## src/rtl/uart_pkg.sv

```systemverilog
// Shared definitions for the UART stimulus path: serialiser state encoding
// and the 8N1 line levels (start bit 0, data LSB first, one stop bit 1).
package uart_pkg;

    typedef enum logic [1:0] {
        ST_IDLE  = 2'd0,
        ST_START = 2'd1,
        ST_DATA  = 2'd2,
        ST_STOP  = 2'd3
    } tx_state_e;

    localparam logic IDLE_LEVEL = 1'b1;
    localparam logic START_BIT  = 1'b0;
    localparam logic STOP_BIT   = 1'b1;

endpackage

```

## src/rtl/sync_fifo.sv

```systemverilog
// Small circular-buffer FIFO with registered level/full/empty flags and a
// one-cycle overflow pulse for pushes dropped while full.
module sync_fifo #(
    parameter int N     = 8,
    parameter int DEPTH = 4
) (
    input  logic                     clk,
    input  logic                     reset,
    input  logic                     i_push,
    input  logic [N-1:0]             i_data,
    input  logic                     i_pop,
    output logic [N-1:0]             o_head,
    output logic                     o_full,
    output logic                     o_empty,
    output logic [$clog2(DEPTH):0]   o_level,
    output logic                     o_overflow
);

    localparam int AW = $clog2(DEPTH);
    localparam logic [AW:0] FULL_LEVEL = (AW+1)'(DEPTH);

    logic [N-1:0]  mem_q [DEPTH];
    logic [AW-1:0] wr_ptr_q, rd_ptr_q;
    logic [AW:0]   level_q, level_d;
    logic          full_q, empty_q, overflow_q;
    logic          do_push, do_pop;

    // A full FIFO drops the push even when a pop frees a slot on the same edge.
    assign do_push = i_push && !full_q;
    assign do_pop  = i_pop && !empty_q;

    // NOTE: every always_comb output gets a default first so no latch is inferred.
    always_comb begin
        level_d = level_q;
        if (do_push && !do_pop) begin
            level_d = level_q + 1'b1;
        end else if (!do_push && do_pop) begin
            level_d = level_q - 1'b1;
        end
    end

    // NOTE: sequential state uses non-blocking assignments only.
    always_ff @(posedge clk or negedge reset) begin
        if (!reset) begin
            wr_ptr_q   <= '0;
            rd_ptr_q   <= '0;
            level_q    <= '0;
            full_q     <= 1'b0;
            empty_q    <= 1'b1;
            overflow_q <= 1'b0;
        end else begin
            if (do_push) wr_ptr_q <= wr_ptr_q + 1'b1;
            if (do_pop)  rd_ptr_q <= rd_ptr_q + 1'b1;
            level_q    <= level_d;
            full_q     <= (level_d == FULL_LEVEL);
            empty_q    <= (level_d == '0);
            overflow_q <= i_push && full_q;
        end
    end

    // NOTE: storage is not reset; the pointers and level define which entries are valid.
    always_ff @(posedge clk) begin
        if (do_push) mem_q[wr_ptr_q] <= i_data;
    end

    assign o_head     = mem_q[rd_ptr_q];
    assign o_full     = full_q;
    assign o_empty    = empty_q;
    assign o_level    = level_q;
    assign o_overflow = overflow_q;

endmodule

```

## src/rtl/uart_rx_stim_driver.sv

```systemverilog
// Queues parallel bytes and serialises them as 8N1 frames on o_rx, one bit
// per TICKS_PER_BIT baud ticks, with back-to-back frames when data is waiting.
module uart_rx_stim_driver
    import uart_pkg::*;
#(
    parameter int N             = 8,
    parameter int TICKS_PER_BIT = 16,
    parameter int DEPTH         = 4
) (
    input  logic                     clk,
    input  logic                     reset,
    input  logic                     i_tick,
    input  logic [N-1:0]             i_data,
    input  logic                     i_push,
    output logic                     o_full,
    output logic [$clog2(DEPTH):0]   o_level,
    output logic                     o_overflow,
    output logic                     o_rx,
    output logic                     o_busy,
    output logic                     o_frame_done
);

    localparam int TW = (TICKS_PER_BIT > 1) ? $clog2(TICKS_PER_BIT) : 1;
    localparam int BW = (N > 1) ? $clog2(N) : 1;
    localparam logic [TW-1:0] TC_LAST = TW'(TICKS_PER_BIT - 1);
    localparam logic [BW-1:0] BI_LAST = BW'(N - 1);

    tx_state_e     state_q;
    logic [TW-1:0] tc_q;
    logic [BW-1:0] bi_q;
    logic [N-1:0]  sr_q;
    logic          rx_q, busy_q, frame_done_q;

    logic          fifo_pop, fifo_empty;
    logic [N-1:0]  fifo_head;
    logic          bit_end;

    assign bit_end = i_tick && (tc_q == TC_LAST);

    // A new frame starts on a tick from IDLE, or directly on the final stop tick.
    always_comb begin
        fifo_pop = 1'b0;
        if (!fifo_empty) begin
            case (state_q)
                ST_IDLE: fifo_pop = i_tick;
                ST_STOP: fifo_pop = bit_end;
                default: fifo_pop = 1'b0;
            endcase
        end
    end

    sync_fifo #(
        .N     (N),
        .DEPTH (DEPTH)
    ) u_fifo (
        .clk        (clk),
        .reset      (reset),
        .i_push     (i_push),
        .i_data     (i_data),
        .i_pop      (fifo_pop),
        .o_head     (fifo_head),
        .o_full     (o_full),
        .o_empty    (fifo_empty),
        .o_level    (o_level),
        .o_overflow (o_overflow)
    );

    always_ff @(posedge clk or negedge reset) begin
        if (!reset) begin
            state_q      <= ST_IDLE;
            tc_q         <= '0;
            bi_q         <= '0;
            sr_q         <= '0;
            rx_q         <= IDLE_LEVEL;
            busy_q       <= 1'b0;
            frame_done_q <= 1'b0;
        end else begin
            frame_done_q <= 1'b0;
            case (state_q)
                ST_IDLE: begin
                    if (fifo_pop) begin
                        sr_q    <= fifo_head;
                        tc_q    <= '0;
                        state_q <= ST_START;
                        rx_q    <= START_BIT;
                        busy_q  <= 1'b1;
                    end
                end
                ST_START: begin
                    if (bit_end) begin
                        tc_q    <= '0;
                        bi_q    <= '0;
                        state_q <= ST_DATA;
                        rx_q    <= sr_q[0];
                    end else if (i_tick) begin
                        tc_q <= tc_q + 1'b1;
                    end
                end
                ST_DATA: begin
                    if (bit_end) begin
                        tc_q <= '0;
                        if (bi_q == BI_LAST) begin
                            state_q <= ST_STOP;
                            rx_q    <= STOP_BIT;
                        end else begin
                            // Shift so the bit on the line is always sr_q[0].
                            bi_q <= bi_q + 1'b1;
                            sr_q <= {1'b0, sr_q[N-1:1]};
                            rx_q <= sr_q[1];
                        end
                    end else if (i_tick) begin
                        tc_q <= tc_q + 1'b1;
                    end
                end
                ST_STOP: begin
                    if (bit_end) begin
                        tc_q         <= '0;
                        frame_done_q <= 1'b1;
                        if (fifo_pop) begin
                            sr_q    <= fifo_head;
                            state_q <= ST_START;
                            rx_q    <= START_BIT;
                        end else begin
                            state_q <= ST_IDLE;
                            rx_q    <= IDLE_LEVEL;
                            busy_q  <= 1'b0;
                        end
                    end else if (i_tick) begin
                        tc_q <= tc_q + 1'b1;
                    end
                end
                default: begin
                    state_q <= ST_IDLE;
                    rx_q    <= IDLE_LEVEL;
                    busy_q  <= 1'b0;
                end
            endcase
        end
    end

    assign o_rx         = rx_q;
    assign o_busy       = busy_q;
    assign o_frame_done = frame_done_q;

endmodule

```

## config.mk

```make
export PLATFORM = sky130hd
export DESIGN_NAME = uart_rx_stim_driver
export DESIGN_NICKNAME = d
export VERILOG_FILES = /design/src/rtl/uart_pkg.sv /design/src/rtl/sync_fifo.sv /design/src/rtl/uart_rx_stim_driver.sv
export SDC_FILE = /design/constraint.sdc
export NUM_CORES = 1
export LEC_CHECK = 0
export CAP_MARGIN = 40
export CORE_ASPECT_RATIO = 1.1
export CORE_MARGIN = 4
export CORE_UTILIZATION = 30
export DETAILED_ROUTE_END_ITERATION = 16
export GPL_ROUTABILITY_DRIVEN = 0
export GPL_TIMING_DRIVEN = 0
export HOLD_SLACK_MARGIN = 0.15
export PLACE_DENSITY = 0.5
export SYNTH_ARGS = -nofsm -noshare
export SYNTH_HDL_FRONTEND = slang
export SYNTH_SLANG_ARGS = --single-unit
export TNS_END_PERCENT = 5
```

## constraint.sdc

```tcl
create_clock -name clk -period 3 [get_ports clk]
set_input_delay 0.6 -clock clk [delete_from_list [all_inputs] [get_ports clk]]
set_output_delay 0.6 -clock clk [all_outputs]
set_load 0.02 [all_outputs]
```

After elaboration in Yosys (flattened, before gate mapping)
Memories as Yosys holds them, arrays and structs flattened.
Index checks and enable logic that the tools add are counted.
Cells by class
  add/sub/neg operators: 6
  reduce and logical (&&, ||, !) cells: 22
  muxes and demuxes: 39
  equality and inequality tests: 14
Operators by type and width (number)
  $mux 8: 4
  $pmux 8 s3: 1
  $reduce_and 4->1: 4
  $mux 1: 15
  $mux 3: 5
  $mux 4: 3
  $ne 2x2->1 const B: 6
  $mux 2: 5
  $pmux 2 s4: 1
  $pmux 4 s2: 1
  $add 3x1->3 const B: 2
  $eq 3x3->1 const B: 2
  $logic_and 1x1->1: 6
  $pmux 3 s2: 1
  $reduce_and 5->1: 1
  $add 2x1->2 const B: 2
  $add 4x1->4 const B: 1
  $eq 2x2->1 const B: 2
  $eq 4x4->1 const B: 1
  $logic_not 1->1: 4
  $pmux 1 s2: 2
  $pmux 1 s4: 1
  $reduce_bool 2->1: 2
  $logic_not 3->1: 1
  8 further kinds: 8
Storage, ports and cells
  RAM bits: 32
  output and inout bits: 8
  bits in registers: 30
  memories kept: 1
Memory list
  u_fifo.mem_q: words 4, bits a word 8, read ports 1, clocked after memory_dff 0, write ports 1, RTL line sync_fifo.sv:22  | logic [N-1:0] mem_q [DEPTH];

Depth between registers and ports, before layout
  word-level depth: 9
  mapped depth: 7
  gate-level depth less buffers: 6

By module
From an unflattened synthesis, not the netlist that was laid out.
Second synthesis, totals
  cells, all modules: 207
  area total of the unflattened synthesis: 2904.0 µm²
Modules (own cells, without submodules)
  sync_fifo: area each 1747.9 µm², cells an instance 97, instances 1
  uart_rx_stim_driver: area each 1156.1 µm², cells an instance 110, instances 1

Worst setup path before layout
Ideal clock, no wire load.
  path type: register to register
  start: register state_q[0]
  end: register sr_q[0]
  buffers on the path: 1
  data required time: 2.875 ns
  data arrival time: 2.074 ns
  stages on the path, launching flop included: 8
  path slack: 0.801 ns
  path through: dfrtp_1 -> inv_1 -> ha_1 -> or3b_1 -> clkbuf_2 -> o31a_1 -> nor2_4 -> mux2_2
Between the ends
  longest elaborated chain between the ends: 6
  elaborated cells between the ends (all ways): 13
  those cells by class: 5 x eq/ne; 5 x mux; 3 x reduce/logical
Ends and longest elaborated chain
  start: declaration: RTL line uart_rx_stim_driver.sv:28  | tx_state_e state_q;
  start signal: assignment: RTL line uart_rx_stim_driver.sv:70  | state_q <= ST_IDLE;
  start signal: assignment: RTL line uart_rx_stim_driver.sv:84  | state_q <= ST_START;
  start signal: assignment: RTL line uart_rx_stim_driver.sv:93  | state_q <= ST_DATA;
  $eq 2x2->1 / $logic_not 2->1 (equally long branches): RTL line uart_rx_stim_driver.sv:44, uart_rx_stim_driver.sv:79
  $pmux 1 s2: RTL line uart_rx_stim_driver.sv:44  | case (state_q)
  $mux 1: RTL line uart_rx_stim_driver.sv:43  | if (!fifo_empty) begin
  $mux 8 (2 in a row)
  $pmux 8 s3: RTL line uart_rx_stim_driver.sv:79  | case (state_q)
  end signal: assignment: RTL line uart_rx_stim_driver.sv:82  | sr_q <= fifo_head;
  end signal: assignment: RTL line uart_rx_stim_driver.sv:108  | sr_q <= {1'b0, sr_q[N-1:1]};
  end signal: assignment: RTL line uart_rx_stim_driver.sv:120  | sr_q <= fifo_head;
  end: declaration: RTL line uart_rx_stim_driver.sv:31  | logic [N-1:0] sr_q;
Parallel ways exist; a longest one is shown, timed or not. The select of a mux whose other input is x is not followed.
A chain may end at the register's enable or synchronous reset.

Worst setup path in the final report
  start: register state_q[0]
  end: register sr_q[2]
The elaborated chain is that of the path after synthesis.

==> metrics.md <==
| Metric | Value |
|---|---|
| Total wire length | `5.380 mm` |
| DP Worst Slack | `about 0.29 ns` |
| Synthesized instance count | `roughly 210` |
| Crit path DAT | `~2.6 ns` |
| Setup Fix Bufs, Post-CTS | `0` |
| Mapped Nets | `approximately 240` |
| Routed wire per std cell | `14.82 um` |
| Core Util, Final | `37.22%` |
| CTS Buf Count | `9` |
| TritonCTS clock tree | `done` |
| Register area share after synthesis | `58.37%` |
| Number of max-cap violations | `0` |
| Antenna cell count | `0` |
| Worst skew pair latency | `0.34 ns` |
| Initial antenna violation count | `0` |
| Worst reg2reg endpoint | `sr_q[2]` |
| Status | `finished, final reports clean` |
| Clock Tree Buf Depth | `2` |
| Die width | `between 100 and 150 um` |
| DP HPWL | `3.617 mm` |
| Placed instance count | `347` |
| Die area | `11,440 um2` |
| R2R setup slack | `0.58 ns` |
| Post-synth EDFFs | `32` |
| Max rail drop VDD | `0.3171 mV` |
| Most used DFF post-synth | `edfxtp_1` |
| Synth Register Bits | `62` |
| First-pass GRT wire length | `approximately 9 mm` |
| ANT nets after route | `0` |
| Setup ws final | `0.5774 ns` |
| Drt drc | `0` |
| Final setup vio count | `0` |
| Root buf cell | `clkbuf_8` |
| Core region area | `9444 um2` |
| Setup tns final | `0 ns` |
| Worst hold path class | `in -> async` |
| Starting Density | `31.09%` |
| Post-CTS sizing | `0` |
| Final instance area | `3515 um2` |
| Final Non-Filler Cells | `363` |
| Reg2reg start | `state_q[0]` |
| R2r worst-path depth | `7` |
| Metal-1 WL | `2.460 mm` |
| Overflow after GRT | `0` |
| Yosys cell types | `49` |
| Fmax | `0.4128 GHz` |
| Met2 Wirelength | `2.633 mm` |
| Port bufs | `19` |
| WL met3 | `205 um` |
| Least-Margin Pin Slew | `slightly above 0.7 ns` |
| FILL cells | `945` |
| CP max FO | `7` |
| Final Hold Fails | `0` |
| Setup crit end kind | `flip-flop` |
| Cell Area, Synth | `2937 um2` |
| Clk_skew | `0.008070 ns` |
| Post-synthesis average cell area | `13.92 um2` |
| Uppermost layer routed | `met4` |
| WP data required | `approximately 3.2 ns` |
| Vias in the first global route | `1,857` |
| Yosys warnings | `0` |
| Vias | `between 1,500 and 2,000` |
| Share of cells above drive strength 1 | `20.73%` |
| CTS sink cnt | `a little over 60` |
| Detailed Route Iter0 Violations | `46` |
| Total GRT Usage | `10.47%` |
| Fin crit period | `around 2.4 ns` |
| Via/cell ratio | `4.871` |
| Tcrit/Tclk final | `80.75%` |
| Slew Viols, Final | `0` |
| PD cells | `1025 nW/um2` |
| Kind of critical path | `reg -> reg` |
| Drt pass-1 iters | `5` |
| Worst hold margin | `0.3126 ns` |
| Startpoint Class | `flip-flop` |
| H-tree Lvls | `3` |
| Ys async rst share | `48.39%` |
| P_leak | `1.352 nW` |
| Chip height | `111.8 um` |
| Io pins | `20` |
| Row count | `37` |
| Largest net degree at the start of global routing | `31` |
| Area grow syn2layout | `19.68%` |
| RSZ-0062 raised after global routing | `no` |
| Worst-path clk slew | `0.07 ns` |
| # nets final | `between 200 and 300` |
| Post-cts hold buffer count | `0` |
| DP Area | `3268 um2` |
| Slew headroom | `52.25%` |
| Total Power | `3.601 mW` |
## power by group
| part | total (mW) | switching (mW) | internal, mW |
|---|---|---|---|
| sequential | 1.33 | 0.162 | 1.17 |
| clock | 0.902 | 0.348 | 0.554 |
| combinational | 1.37 | 0.703 | 0.664 |
## worst max path at each step
stage	cells past startpoint	from	slack [ns]	to
6_report	7	state_q[0]	0.58	sr_q[2]
5_1_grt	7	state_q[0]	0.47	sr_q[6]
4_1_cts	7	state_q[0]	0.57	sr_q[2]
3_5_place_dp	6	i_tick	0.29	sr_q[3]
3_3_place_gp	6	i_tick	0.30	sr_q[2]
2_1_floorplan	7	state_q[0]	0.80	sr_q[0]
## metal layers
metal  vias up  GRT usage (%)
li1        857              -
met1       873          14.00
met2        29          15.91
met3         9          3.008
met4         0          4.199
met5         -              0
## logic make-up after synthesis
family / count (synthesis) / synth area share, %
fa+ha+maj: 14 / 5.965
flops: 62 / 58.37
mux: 24 / 12.27
buf+inv: 16 / 2.173
xor+xnor: 4 / 1.193
compound gates: 42 / 10.52
simple gates: 49 / 9.502
## layout make-up
type                    count  area, um2  area share (%)
inverters                   7      26.28          0.7476
well taps                 117      146.4           4.165
repair buffers             19      185.2           5.269
flip-flops and latches     62       1714           48.77
multi-input cells         133       1159           32.97
plain buffers               9      37.54           1.068
clock inverters             7      122.6           3.489
clock buffers               9      123.9           3.524
## cells in the final DEF, fill, tap and decap left out, drive strengths merged, types with 2 or more instances in the layout
master         count
clkinv             2
o21a               2
and2               7
a21o               2
nand2b             6
and4               2
inv                7
ha                14
clkinvlp           2
a31oi              3
clkdlybuf4s50     18
nor2              12
mux2              16
bufinv             3
xnor2              3
nand2              8
o21bai             2
a2bb2oi            2
mux4               8
a211oi             2
dfrtp             28
buf                3
dfstp              2
nor2b              2
edfxtp            32
clkbuf            16
a21oi              2
o21ai             11
nor3               4
a22o               6
## critical path: stages (launching register included)
cell and delay [ns]:
dfrtp_1 0.41, inv_1 0.11, ha_1 0.35, or3b_1 0.38, clkbuf_2 0.18, o31a_1 0.29
nor2_4 0.22, mux2_2 0.36
## synth_stat cells, drive strengths merged (3+ instances only)
| cell | instances | area share [%] |
|---|---|---|
| xnor2 | 3 | 0.89 |
| mux4 | 8 | 6.1 |
| nand2b | 6 | 1.3 |
| dfrtp | 28 | 24 |
| nor2 | 12 | 1.8 |
| nand2 | 8 | 1.0 |
| a22o | 6 | 1.8 |
| a31oi | 3 | 0.64 |
| mux2 | 16 | 6.1 |
| nor3 | 4 | 0.85 |
| o21ai | 11 | 1.9 |
| ha | 14 | 6.0 |
| clkbuf | 7 | 0.94 |
| edfxtp | 32 | 33 |
| inv | 7 | 0.89 |
| and2 | 7 | 1.5 |
## registers in the layout, summed over array words and instances, names as in the netlist
| register | count |
|---|---|
| o_frame_done | 1 |
| u_fifo.wr_ptr_q | 2 |
| u_fifo.o_level | 3 |
| u_fifo.o_full | 1 |
| state_q | 2 |
| u_fifo.rd_ptr_q | 2 |
| bi_q | 3 |
| u_fifo.o_overflow | 1 |
| u_fifo.mem_q | 32 |
| o_rx | 1 |
| sr_q | 8 |
| o_busy | 1 |
| tc_q | 4 |
| u_fifo.o_empty | 1 |
Note: power is estimated with default switching activity, not from simulation.
